**src/rtl/aes_block_packer.sv**
```systemverilog
// Packs an 8-bit valid/ready byte stream into 128-bit AES blocks with a per-block key snapshot.
// Optional macro AES_PKCS7_PAD_EN selects PKCS#7 padding; the default build zero-fills short blocks.
module aes_block_packer #(
    parameter int BYTE_W = 8,
    parameter int BLK_W  = 128
) (
    input  logic              clk,
    input  logic              rst_n,
    input  logic [BYTE_W-1:0] in_byte,
    input  logic              in_valid,
    input  logic              in_last,
    output logic              in_ready,
    input  logic [BLK_W-1:0]  key_in,
    input  logic              key_load,
    output logic [BLK_W-1:0]  block_out,
    output logic [BLK_W-1:0]  key_out,
    output logic              out_valid,
    input  logic              out_ready,
    output logic              out_last,
    output logic [4:0]        out_nbytes
);
    localparam int NBYTES = BLK_W / BYTE_W;

`ifdef AES_PKCS7_PAD_EN
    localparam bit PAD_EN = 1'b1;
`else
    localparam bit PAD_EN = 1'b0;
`endif

    typedef enum logic [1:0] {FILL, HOLD, PAD} state_t;

    state_t           state, next_state;
    logic [3:0]       cnt;
    logic [BLK_W-1:0] block_q, block_d;
    logic [BLK_W-1:0] key_reg;
    logic             pad_pending;
    logic [7:0]       fill_byte;
    logic             xfer, blk_done, full_last;

    assign xfer      = in_valid & in_ready;
    assign blk_done  = xfer & ((cnt == 4'hf) | in_last);
    // A message ending exactly on a block boundary still owes a whole padding block.
    assign full_last = PAD_EN & in_last & (cnt == 4'hf);
    assign fill_byte = PAD_EN ? {4'h0, 4'hf - cnt} : 8'h00;
    assign block_out = block_q;

    // NOTE: sequential state uses <= so every flop samples pre-edge values.
    always_ff @(posedge clk or negedge rst_n) begin
        if (!rst_n) state <= FILL;
        else        state <= next_state;
    end

    // NOTE: default assignment first so no path leaves next_state unassigned (no latch).
    always_comb begin
        next_state = state;
        case (state)
            FILL:    if (blk_done)  next_state = HOLD;
            HOLD:    if (out_ready) next_state = pad_pending ? PAD : FILL;
            PAD:     if (out_ready) next_state = FILL;
            default: next_state = FILL;
        endcase
    end

    always_comb begin
        in_ready  = (state == FILL);
        out_valid = (state != FILL);
    end

    // Merge the incoming byte and, on the final byte, fill the unused tail.
    always_comb begin
        block_d = block_q;
        for (int i = 0; i < NBYTES; i++) begin
            if (4'(i) == cnt)
                block_d[BLK_W-1-BYTE_W*i -: BYTE_W] = in_byte;
            else if ((4'(i) > cnt) && in_last)
                block_d[BLK_W-1-BYTE_W*i -: BYTE_W] = fill_byte;
        end
    end

    always_ff @(posedge clk or negedge rst_n) begin
        if (!rst_n) begin
            cnt         <= 4'h0;
            block_q     <= '0;
            key_reg     <= '0;
            key_out     <= '0;
            out_last    <= 1'b0;
            out_nbytes  <= 5'd0;
            pad_pending <= 1'b0;
        end else begin
            if (key_load) key_reg <= key_in;
            case (state)
                FILL: if (xfer) begin
                    block_q <= block_d;
                    cnt     <= blk_done ? 4'h0 : cnt + 4'h1;
                    if (blk_done) begin
                        key_out     <= key_load ? key_in : key_reg;
                        out_last    <= in_last & ~full_last;
                        out_nbytes  <= {1'b0, cnt} + 5'd1;
                        pad_pending <= full_last;
                    end
                end
                HOLD: if (out_ready) begin
                    if (pad_pending) begin
                        block_q     <= {NBYTES{8'h10}};
                        out_last    <= 1'b1;
                        out_nbytes  <= 5'd0;
                        pad_pending <= 1'b0;
                    end else begin
                        out_last   <= 1'b0;
                        out_nbytes <= 5'd0;
                    end
                end
                PAD: if (out_ready) begin
                    out_last   <= 1'b0;
                    out_nbytes <= 5'd0;
                end
                default: ;
            endcase
        end
    end
endmodule

```
**config.mk**
```make
export PLATFORM = sky130hd
export DESIGN_NAME = aes_block_packer
export DESIGN_NICKNAME = d
export VERILOG_FILES = /design/src/rtl/aes_block_packer.sv
export SDC_FILE = /design/constraint.sdc
export NUM_CORES = 1
export LEC_CHECK = 0
export CORE_ASPECT_RATIO = 1.75
export CORE_MARGIN = 2
export CORE_UTILIZATION = 25
export DETAILED_ROUTE_END_ITERATION = 7
export GPL_ROUTABILITY_DRIVEN = 0
export GPL_TIMING_DRIVEN = 0
export PLACE_DENSITY = 0.5
export SYNTH_ARGS = -nofsm -noshare
export SYNTH_HDL_FRONTEND = slang
export SYNTH_SLANG_ARGS = --single-unit
export TNS_END_PERCENT = 1
```
**constraint.sdc**
```tcl
create_clock -name clk -period 3.2 [get_ports clk]
set_input_delay 0.48 -clock clk [delete_from_list [all_inputs] [get_ports clk]]
set_output_delay 0.48 -clock clk [all_outputs]
set_load 0.005 [all_outputs]
```
After elaboration in Yosys (flattened, before gate mapping)

Cells that the tools add are included.

Word-level logic and storage cells: 185
Bits of input ports: 142
Register bits after elaboration: 397

Multiplexer cells: 56
$lt $le $gt $ge: 16
Bitwise gates (word level): 3
$add $sub $neg: 2
Reductions and logical operators: 45
Eq/ne operators: 40

Operators with widths:

| cell                  | count |
|---|---|
| $mux W128             | 4 |
| $mux W8               | 32 |
| $pmux W128 S2         | 1 |
| $reduce_and A5 Y1     | 17 |
| $ne A3 B1 Y1 const B  | 16 |
| $eq A4 B4 Y1 const A  | 8 |
| $gt A4 B4 Y1 const A  | 8 |
| $eq A3 B4 Y1 const A  | 4 |
| $gt A3 B4 Y1 const A  | 4 |
| $logic_and A1 B1 Y1   | 16 |
| $mux W5               | 3 |
| $pmux W5 S2           | 1 |
| $eq A2 B4 Y1 const A  | 2 |
| $gt A1 B4 Y1 const A  | 2 |
| $gt A2 B4 Y1 const A  | 2 |
| $mux W2               | 4 |
| $reduce_and A4 Y1     | 2 |
| $mux W1               | 7 |
| $ne A2 B1 Y1 const B  | 3 |
| $ne A2 B2 Y1 const B  | 3 |
| $pmux W2 S3           | 1 |
| $reduce_and A3 Y1     | 2 |
| $reduce_bool A2 Y1    | 3 |
| $add A4 B1 Y5 const B | 1 |
| other kinds (15)      | 16 |

Depth between registers and ports, before layout

Gate-level depths: netlist (run 1).

Word-level depth: 6
Gate-level depth with buffers: 8
Depth with buffers taken out: 6

Least setup slack after synthesis (run 1)

OpenSTA, ideal clock, no wires.

Kind: reg2reg
Start: reg cnt[1]
End: reg block_q[56] (netlist: block_out[56])
Path slack: 1.438 ns
Path buffers: 1
Stages on the path, launching flop included: 8
Arrival time: 1.641 ns
Library setup time: 0.121 ns
Period minus slack after synthesis: 1.762 ns
Path through: dfrtp_1 > buf_2 > inv_1 > ha_1 > nand3b_1 > nor2_2 > a21oi_1 > a22o_1

Word-level cells in the longest chain between the ends: 4
Elaborated cells between the ends (all ways): 8
Classes of those cells: 1 x order compare; 2 x eq/ne; 3 x mux; 2 x reduce/logical

RTL lines:

| element                                                                    | line   | source |
|---|---|---|
| from (decl)                                                                | 33     | `logic [3:0] cnt;` |
| from (signal assigned)                                                     | 94     | `cnt <= blk_done ? 4'h0 : cnt + 4'h1;` |
| $gt A4 B4 Y1 / $eq A4 B4 Y1 (equally long branches)                        | 75, 73 |  |
| $logic_and A1 B1 Y1 / $mux W8 (equally long branches)                      | 75, 73 |  |
| $ne A3 B1 Y1 (no source line) / $mux W128 (equally long branches)          | --     |  |
| $reduce_and A5 Y1 (no source line) / $pmux W128 S2 (equally long branches) | --     |  |
| to (signal assigned)                                                       | 93     | `block_q <= block_d;` |
| to (signal assigned)                                                       | 104    | `block_q <= {NBYTES{8'h10}};` |
| to (decl)                                                                  | 34     | `logic [BLK_W-1:0] block_q, block_d;` |

Several ways; a longest one is shown, not always the timed one. The select of a mux whose other input is x is not followed.
A chain may end at the register's enable or synchronous reset.

Worst setup path after layout (run 1)

Start: reg cnt[1]
End: reg block_q[57] (netlist: block_out[57])

Same word-level chain as after synthesis.

==> results of run 1 <==
==> power by group through the flow <==
stage	Clock [mW]	Sequential (mW)	Combinational [mW]
after floorplan	0	6.23	1.02
after global placement	0	6.22	3.01
after detailed placement	0	6.23	3.04
after CTS	5.18	6.15	3.05
after global routing	5.37	6.23	3.21
final	4.95	6.13	2.98
==> cell type report <==
class	count	area (um2)
fillers	5986	39000
flip-flops and latches	395	9880
multi-input cells	562	4980
repair buffers	407	4130
clock buffers	57	1210
well taps	793	992
plain buffers	59	372
clock inverters	16	170
inverters	18	67.6
diodes	1	2.50
==> synthesized netlist by cell type (3+ instances only) <==
cell type	number
mux2_2	212
clkbuf_1	12
nand3_1	29
nand2_1	79
a22o_1	73
o21ai_0	29
mux2_1	55
buf_4	4
inv_1	17
o21ai_1	4
and3_1	3
buf_6	13
dfrtp_1	395
a32o_1	3
mux2i_1	7
buf_2	30
a31oi_1	5
nand2b_1	7
a21oi_1	4
nor2_1	13
ha_1	4
==> kinds of logic (layout without fill, tap and decap cells) <==
family / count (synthesis) / count (layout) / synth area share (%)
AO/OA/AOI/OAI: 131 / 131 / 6.98
XOR/XNOR: 2 / 2 / 0.114
adder cells (fa/ha/maj): 4 / 4 / 0.327
buffers and inverters: 77 / 557 / 2.87
flip-flops: 395 / 395 / 64.6
multiplexers: 274 / 274 / 20.1
other: 0 / 1 / 0
AND/OR/NAND/NOR: 151 / 151 / 5.04
==> routing by layer <==
metal  global-route usage (%)  part of all wire [%]
met5                        0                 0.020
met4                     5.11                   2.9
met2                     28.0                    51
met3                     5.62                   9.1
met1                     17.0                    37
==> worst max-delay path: cells and delay by family, from the launching register on <==
| kind | cells | cell delay (ps) |
|---|---|---|
| and+or+nand+nor | 2 | 670 |
| AOI/OAI and AO/OA | 2 | 580 |
| DFF | 1 | 420 |
| buffers and inverters | 2 | 340 |
| adders and majority gates | 1 | 310 |
==> cell usage in the layout, fill, tap and decap left out, drive strengths merged, types with 2 or more instances in the layout <==
cell	n
a21oi	5
nor2	16
bufinv	3
clkbuf	69
mux2i	7
a22o	73
a31o	2
clkdlybuf4s50	402
and2	2
nor4	2
nand3	30
buf	51
inv	19
and3	3
o21ai	33
nor3	3
ha	4
clkinvlp	2
nand3b	2
nand2b	8
nand2	80
a31oi	7
a32o	3
dfrtp	395
mux2	267
clkinv	10
==> through the flow <==
step | setup WS [ps] | power [mW]
3_5_place_dp | 534 | 9.27
6_report | 745 | 14.1
4_1_cts | 713 | 14.4
5_1_grt | 676 | 14.8
2_1_floorplan | 1440 | 7.25
3_3_place_gp | -16080 | 9.23
==> worst max path at each step <==
stage / slack [ps] / start / end
2_1_floorplan: 1440 / cnt[1] / block_out[56]
3_3_place_gp: -16080 / rst_n / block_out[25]
3_5_place_dp: 530 / in_valid / block_out[68]
4_1_cts: 710 / state[0] / in_ready
5_1_grt: 680 / state[0] / in_ready
6_report: 750 / cnt[1] / block_out[57]
==> timing repair <==
action                                 in CTS  in global routing
buffers inserted                            0                  0
endpoints found under the hold margin      74                  0
resized for setup                           0                  0
setup endpoints to repair                   0                  0
hold buffers                                1                  0
==> impl_metrics.csv, run 1 <==
group,metric,value,unit
outcome,status,"complete, no violations",
pwr,leakage,9.17,nW
timing,fin_crit_sh,76.7,%
logic_synthesis,synth-edff-count,0,
global_routing,grt_overflow,0,
pwr,p_int,10.5,mW
timing,setup_viol,0,
timing,report.final.slew_viol_count,0,
logic_synthesis,synthFlopType,"dfrtp_1",
place,io_buffers,403,
flow_run,maxCapViolCount,0,
floorplan,ios,406,
clocking,clock_latency,560,ps
timing,hold_ws,421,ps
logic_synthesis,synth_warnings,0,
timing,hold_viol,0,
logic_synthesis,synth_area_leaders,"dfrtp_1 (65%), mux2_2 (16%), a22o_1 (4.2%)",
global_routing,grt_max_degree,115,
clocking,htree_levels,2,
place,dpl.hpwl,36100,um
hold_path,hold-path-endpoint,"key_reg[24]",
logic_synthesis,syn_area_per_cell,14.8,um2
logic_synthesis,seq_area_frac_synth,64.6,%
critical_path,cp.required,3650,ps
clocking,cts_buffer_depth,3,
global_routing,antenna_found_initial,4,
timing,fin_crit,2450,ps
clocking,clk_pin_slew,60,ps
detailed_routing,drtPass1Iterations,5,
timing,worst_slew_pin_slew,1140,ps
timing,fin_tns_setup,0,ps
critical_path,cp_cell_sequence,"buf_2 -> inv_1 -> ha_1 -> nand3b_1 -> nor2_2 -> a21oi_1 -> a22o_1",
place,dp.cells,2233,
detailed_routing,drc_errors,0,
floorplan,rows,120,
cells_and_area,synthToLayoutAreaGrowth,42.5,%
floorplan,coreArea,60800,um2
pwr,netSwitchingFraction,25.5,%
clocking,cts_tree,"yes",
critical_path,cp_slowest_cell,"nor2_2",
logic_synthesis,synthCells,1034,
logic_synthesis,synthArstFlopShare,100,%
global_routing,grt_pass1_vias,11100,
hold_path,worstHoldStart,"key_load",
critical_path,cp_max_fo,10,
logic_synthesis,yosysTopAreaCell,"dfrtp_1",
detailed_routing,antenna_left,0,
timing,fmax,407,MHz
critical_path,crit_path_start_kind,"flop",
clocking,cts_buffers,41,
cells_and_area,stdcell_area,21800,um2
logic_synthesis,syn_nets,1180,
floorplan,die_w,191,um
floorplan,start_util,25.2,%
timing,rsz0062_at_grt,"no",
critical_path,slowest_delay,490,ps
cells_and_area,post-route-util,35.9,%
critical_path,critPathCaptureType,"flop",
critical_path,rrSetupSlack,750,ps
logic_synthesis,ys_types,52,
hold_path,hp-class,"input pin to flop",
critical_path,r2r-start,"cnt[1]",
clocking,clock-root-buffer,"clkbuf_16",
pwr,p_per_area,645,nW/um2
detailed_routing,drt-initial-drc-count,371,
hold_path,worstHoldPathCells,2,
place,post_dp_cell_area,20400,um2
cells_and_area,final_layout_size_suffix_gt1_share,23.2,%
detailed_routing,drt_wl_total,49600,um
cells_and_area,final_cells,2308,
logic_synthesis,synth_seq_cells,395,
floorplan,fp.dieH,331,um
timing,clock_skew,13.6,ps
pwr,switchingPower,3.58,mW
critical_path,rr_endpoint,"block_out[57]",
logic_synthesis,syn_area,15300,um2
detailed_routing,wl_per_cell,21.5,um
critical_path,arrival,2910,ps
cells_and_area,fin_nets,1630,
critical_path,r2r_cells,7,
pwr,power_frac_clock,35.2,%
clocking,clock-sinks,395,
pwr,pwr-share-comb,21.2,%
pwr,pwr-share-seq,43.6,%
pwr,vdd.ir_drop.worst,0.000472,V
critical_path,critPathKind,"flop to flop",
global_routing,grt_pass1_wl,73600,um
floorplan,die_area,63300,um2
logic_synthesis,netlist.area_leader.share,64.6,%
detailed_routing,vias,10200,
detailed_routing,post_drt_via_cell_ratio,4.42,
timing,maxSlewHeadroom,23.9,%
global_routing,track_usage,15.7,%
(Power assumes the default switching activity.)
==> run 2: changes to the inputs <==
--- a/config.mk
+++ b/config.mk
@@ -11,7 +11,7 @@
 export DETAILED_ROUTE_END_ITERATION = 7
 export GPL_ROUTABILITY_DRIVEN = 0
 export GPL_TIMING_DRIVEN = 0
-export PLACE_DENSITY = 0.5
+export PLACE_DENSITY = 0.51
 export SYNTH_ARGS = -nofsm -noshare
 export SYNTH_HDL_FRONTEND = slang
 export SYNTH_SLANG_ARGS = --single-unit
==> constraint.sdc (replaced) <==
create_clock -name clk -period 2.2 [get_ports clk]
set_input_delay 0.33 -clock clk [delete_from_list [all_inputs] [get_ports clk]]
set_output_delay 0.33 -clock clk [all_outputs]
set_load 0.005 [all_outputs]
==> impl_metrics.csv, run 2 (same netlist as run 1, synthesis figures left out) <==
group,metric,value,unit
outcome,status,"complete, no violations",
hold_path,hp-class,"input pin to flop",
floorplan,die_area,63300,um2
detailed_routing,post_drt_via_cell_ratio,4.40,
timing,maxSlewHeadroom,25.0,%
pwr,leakage,9.17,nW
floorplan,fp.dieH,331,um
cells_and_area,nFillCells,5961,
clocking,htree_levels,2,
critical_path,critPathTopFamily,"compound AO/OA/AOI/OAI gates",
critical_path,arrival,2550,ps
place,io_buffers,403,
critical_path,critPathCaptureType,"flop",
clocking,clock_latency,560,ps
global_routing,grt_pass1_vias,11200,
critical_path,cp_slowest_cell,"nor3b_4",
floorplan,coreArea,60800,um2
timing,fmax,475,MHz
detailed_routing,drc_errors,0,
cells_and_area,final_cell_mix,"clkdlybuf4s50_1 (402), dfrtp_1 (395), mux2_2 (212), nand2_1 (79), a22o_1 (73)",
detailed_routing,antenna_left,0,
pwr,vdd.ir_drop.worst,0.000713,V
pwr,p_per_area,944,nW/um2
global_routing,grt_max_degree,119,
detailed_routing,drt_wl_total,49100,um
critical_path,critical_path.n_buffers_inverters,1,
pwr,pwr-share-comb,21.1,%
pwr,power_frac_clock,35.6,%
detailed_routing,drtPass1Iterations,4,
pwr,pwr-share-seq,43.2,%
detailed_routing,vias,10200,
timing,report.final.slew_viol_count,0,
timing,hold_viol,0,
global_routing,antenna_found_initial,5,
pwr,switchingPower,5.27,mW
critical_path,slowest_delay,500,ps
timing,fin_tns_setup,0,ps
clocking,cts_buffers,41,
critical_path,cp_max_fo,10,
pwr,p_int,15.4,mW
place,dpl.hpwl,35900,um
floorplan,start_util,25.2,%
cells_and_area,final_common_cell,"clkdlybuf4s50_1",
global_routing,grt_pass1_wl,73000,um
floorplan,die_w,191,um
floorplan,rows,120,
clocking,clk_pin_slew,70,ps
cells_and_area,fin_nets,1630,
floorplan,ios,406,
global_routing,grt_overflow,0,
clocking,cts_tree,"yes",
timing,worst_slew_pin_slew,1130,ps
cells_and_area,post-route-util,36.0,%
critical_path,cp.required,2640,ps
critical_path,critPathKind,"flop to flop",
flow_run,maxCapViolCount,0,
cells_and_area,synthToLayoutAreaGrowth,43.0,%
timing,setup_viol,0,
critical_path,cp_cell_sequence,"buf_6 -> nor3b_4 -> o211ai_1 -> a22o_1",
global_routing,track_usage,15.4,%
timing,clock_skew,21.8,ps
timing,fin_crit_sh,95.7,%
detailed_routing,wl_per_cell,21.3,um
critical_path,crit_path_start_kind,"flop",
detailed_routing,drt-initial-drc-count,323,
cells_and_area,final_layout_size_suffix_gt1_share,23.6,%
clocking,clock-root-buffer,"clkbuf_16",
clocking,cts_buffer_depth,3,
timing,fin_crit,2110,ps
pwr,netSwitchingFraction,25.5,%
timing,rsz0062_at_grt,"no",
clocking,clock-sinks,395,
==> run 2: worst paths after layout <==
| kind | startpoint | endpoint | slack [ps] | cells after the start |
|---|---|---|---|---|
| worst max-delay path | cnt[3] | block_out[114] | 90 | 4 |
| worst min-delay path | key_load | key_reg[65] | 270 | 2 |
| worst max register to register | cnt[3] | block_out[114] | 90 | 4 |
| worst min register to register | block_out[33] | block_out[33] | 470 | 2 |
| max in group asynchronous | rst_n | block_out[79] | 750 | 3 |
| min in group asynchronous | rst_n | key_reg[47] | 340 | 2 |
==> run 2: what timing repair did <==
item / CTS / global route
pin swaps: 0 / 1
hold buffers: 1 / 0
endpoints found under the hold margin: 72 / 0
setup buffers: 0 / 0
gates resized for setup: 6 / 4
endpoints found under the setup margin: 25 / 27
==> run 2: routing by layer <==
layer	routed length (um)	part of all wire, %	track usage [%]
met1	17500	36	15.9
met2	25200	51	27.8
met3	4510	9.2	5.67
met4	1810	3.7	6.40
met5	46	0.094	0
==> run 2: layout make-up <==
cell class / instances / area (um2) / area share, %
Inverter: 18 / 68.8 / 0.314
Buffer: 59 / 375 / 1.71
Tap cell: 793 / 992 / 4.53
Antenna cell: 3 / 7.51 / 0.0343
Timing Repair Buffer: 407 / 4130 / 18.9
Multi-Input combinational cell: 562 / 5020 / 22.9
Clock buffer: 57 / 1170 / 5.33
Clock inverter: 16 / 248 / 1.13
Sequential cell: 395 / 9880 / 45.2
==> run 2: through the flow <==
step                      hold WS [ps]  setup slack, ps  power [mW]  cells  cell area, um2
after global routing               275             14.4        21.7   2308           21900
after global placement             457           -17010        13.4   2230           20300
final                              272             94.5        20.7   2310           21900
after detailed placement           361             -318        13.5   2233           20400
after floorplan                   34.4              438        10.5   1034           15300
after CTS                          267             47.9        21.1   2307           21900
==> run 2: power by group through the flow <==
stage               Clock (mW)  Combinational (mW)  Sequential, mW
detailed placement           0                4.43            9.06
global route              7.92                4.71            9.07
CTS                       7.67                4.45            8.94
floorplan                    0                1.49            9.06
global placement             0                4.38            9.05
finish                    7.36                4.37            8.93
==> run 3: changes to the inputs <==
--- a/config.mk
+++ b/config.mk
@@ -11,7 +11,7 @@
 export DETAILED_ROUTE_END_ITERATION = 7
 export GPL_ROUTABILITY_DRIVEN = 0
 export GPL_TIMING_DRIVEN = 0
-export PLACE_DENSITY = 0.51
+export PLACE_DENSITY = 0.5
 export SYNTH_ARGS = -nofsm -noshare
 export SYNTH_HDL_FRONTEND = slang
 export SYNTH_SLANG_ARGS = --single-unit
==> constraint.sdc (replaced) <==
create_clock -name clk -period 2.42 [get_ports clk]
set_input_delay 0.363 -clock clk [delete_from_list [all_inputs] [get_ports clk]]
set_output_delay 0.363 -clock clk [all_outputs]
set_load 0.005 [all_outputs]
==> impl_metrics.csv, run 3 (same netlist as run 1, synthesis figures left out) <==
group,metric,value,unit
detailed_routing,met1_length,18300,um
clocking,postCtsSetupBuffers,0,
detailed_routing,vias,10200,
pwr,p_per_area,853,nW/um2
critical_path,cp_max_fo,10,
clocking,clock_latency,560,ps
global_routing,antenna_found_initial,4,
outcome,status,"complete, no violations",
global_routing,grt_overflow,0,
detailed_routing,drtPass1Iterations,5,
cells_and_area,final_layout_size_suffix_gt1_share,23.3,%
clocking,htree_levels,2,
detailed_routing,wl_per_cell,21.5,um
timing,clock_skew,15.1,ps
pwr,pwr-share-comb,21.2,%
floorplan,ios,406,
pwr,vdd.ir_drop.worst,0.000623,V
floorplan,start_util,25.2,%
clocking,clock-root-buffer,"clkbuf_16",
global_routing,grt_pass1_vias,11100,
floorplan,die_w,191,um
critical_path,cp.required,2060,ps
detailed_routing,antenna_left,0,
pwr,netSwitchingFraction,25.5,%
cells_and_area,fin_nets,1630,
place,io_buffers,403,
flow_run,maxCapViolCount,0,
hold_path,worstHoldPathCells,2,
detailed_routing,drc_errors,0,
cells_and_area,stdcell_area,21800,um2
timing,worst_slew_pin_slew,1140,ps
place,post_dp_cell_area,20400,um2
detailed_routing,dr_wl_met3,4610,um
pwr,p_int,13.9,mW
cells_and_area,nFillCells,5984,
pwr,switchingPower,4.74,mW
global_routing,grt_pass1_wl,73600,um
pwr,power_frac_clock,35.2,%
floorplan,die_area,63300,um2
hold_path,hp-class,"input pin to flop",
floorplan,fp.dieH,331,um
floorplan,rows,120,
timing,fmax,431,MHz
critical_path,arrival,1960,ps
cells_and_area,synthToLayoutAreaGrowth,42.6,%
timing,setup_viol,0,
critical_path,r2r_cells,6,
critical_path,critPathKind,"flop to output pin",
pwr,pwr-share-seq,43.6,%
detailed_routing,wl_met2,25400,um
detailed_routing,highest_layer,"met5",
floorplan,coreArea,60800,um2
place,dp.cells,2233,
detailed_routing,drt_wl_total,49700,um
pwr,p_total,18.6,mW
global_routing,grt_max_degree,115,
timing,report.final.slew_viol_count,0,
place,dp_slack,-129,ps
detailed_routing,post_drt_via_cell_ratio,4.42,
clocking,clock-sinks,395,
clocking,cts_buffer_depth,3,
pwr,leakage,9.17,nW
timing,maxSlewHeadroom,23.9,%
timing,worst_slack,100,ps
place,dpl.hpwl,36100,um
clocking,cts_tree,"yes",
cells_and_area,final_common_cell,"clkdlybuf4s50_1",
timing,fin_crit,2320,ps
clocking,cts_buffers,41,
cells_and_area,final_cell_mix,"clkdlybuf4s50_1 (402), dfrtp_1 (395), mux2_2 (212), nand2_1 (79), a22o_1 (73)",
global_routing,track_usage,15.7,%
timing,hold_viol,0,
timing,fin_crit_sh,95.9,%
clocking,clk_pin_slew,60,ps
detailed_routing,drt-initial-drc-count,359,
timing,rsz0062_at_grt,"no",
cells_and_area,final_cells,2308,
critical_path,critPathCaptureType,"output pin",
critical_path,crit_path_start_kind,"flop",
run 3: cell types whose count changed in the layout (fill, tap and decap cells not counted), sizes merged:
cell / previous run / this run
clkinv: 5 / 10
bufinv: 5 / 3
diode: 3 / 1
clkinvlp: 5 / 2
run 3: cell type report:
class / count / area (um2) / area share (%)
clock buffer: 57 / 1210 / 5.54
clock inverter: 16 / 170 / 0.780
sequential: 395 / 9880 / 45.3
tap: 793 / 992 / 4.55
inverter: 18 / 67.6 / 0.310
multi-input combinational: 562 / 4990 / 22.9
buffer: 59 / 372 / 1.70
timing repair buffer: 407 / 4130 / 18.9
antenna: 1 / 2.50 / 0.0115
run 3: stage by stage:
stage	TNS [ps]	utilization (%)	hold WS [ps]
floorplan	0	-	67.4
global placement	-6579010	33.4	460
detailed placement	-2870	33.6	410
CTS	0	35.9	268
global route	0	35.9	278
finish	0	35.9	304
run 3: repair_timing:
action / CTS / global route
endpoints found under the hold margin: 74 / 0
hold buffers: 1 / 0
resized for setup: 1 / 1
endpoints found under the setup margin: 1 / 2
run 3: power by group through the flow:
stage	sequential [mW]	combinational (mW)	clock [mW]
3_5_place_dp	8.24	4.02	0
6_report	8.11	3.94	6.55
3_3_place_gp	8.23	3.98	0
5_1_grt	8.24	4.25	7.10
2_1_floorplan	8.23	1.35	0
4_1_cts	8.13	4.04	6.85
run 3: worst max-delay path, stage by stage (launching register included):
cell and delay (ps):
dfrtp_1 370, buf_6 160, clkinv_1 280, clkdlybuf4s50_1 570
run 3: worst paths after layout:
path / slack, ps / startpoint / endpoint
min in group asynchronous: 390 / rst_n / key_reg[92]
hold / removal: 300 / key_load / key_reg[24]
setup reg to reg: 110 / cnt[1] / block_out[94]
hold reg to reg: 470 / block_out[35] / block_out[35]
setup / recovery: 100 / state[0] / in_ready
max in group asynchronous: 970 / rst_n / key_out[76]
run 3: routing by layer:
metal | up-vias | global-route usage (%)
li1 | 4568 | -
met1 | 5167 | 17.0
met2 | 390 | 28.0
met3 | 73 | 5.63
met4 | 2 | 5.11
met5 | - | 0
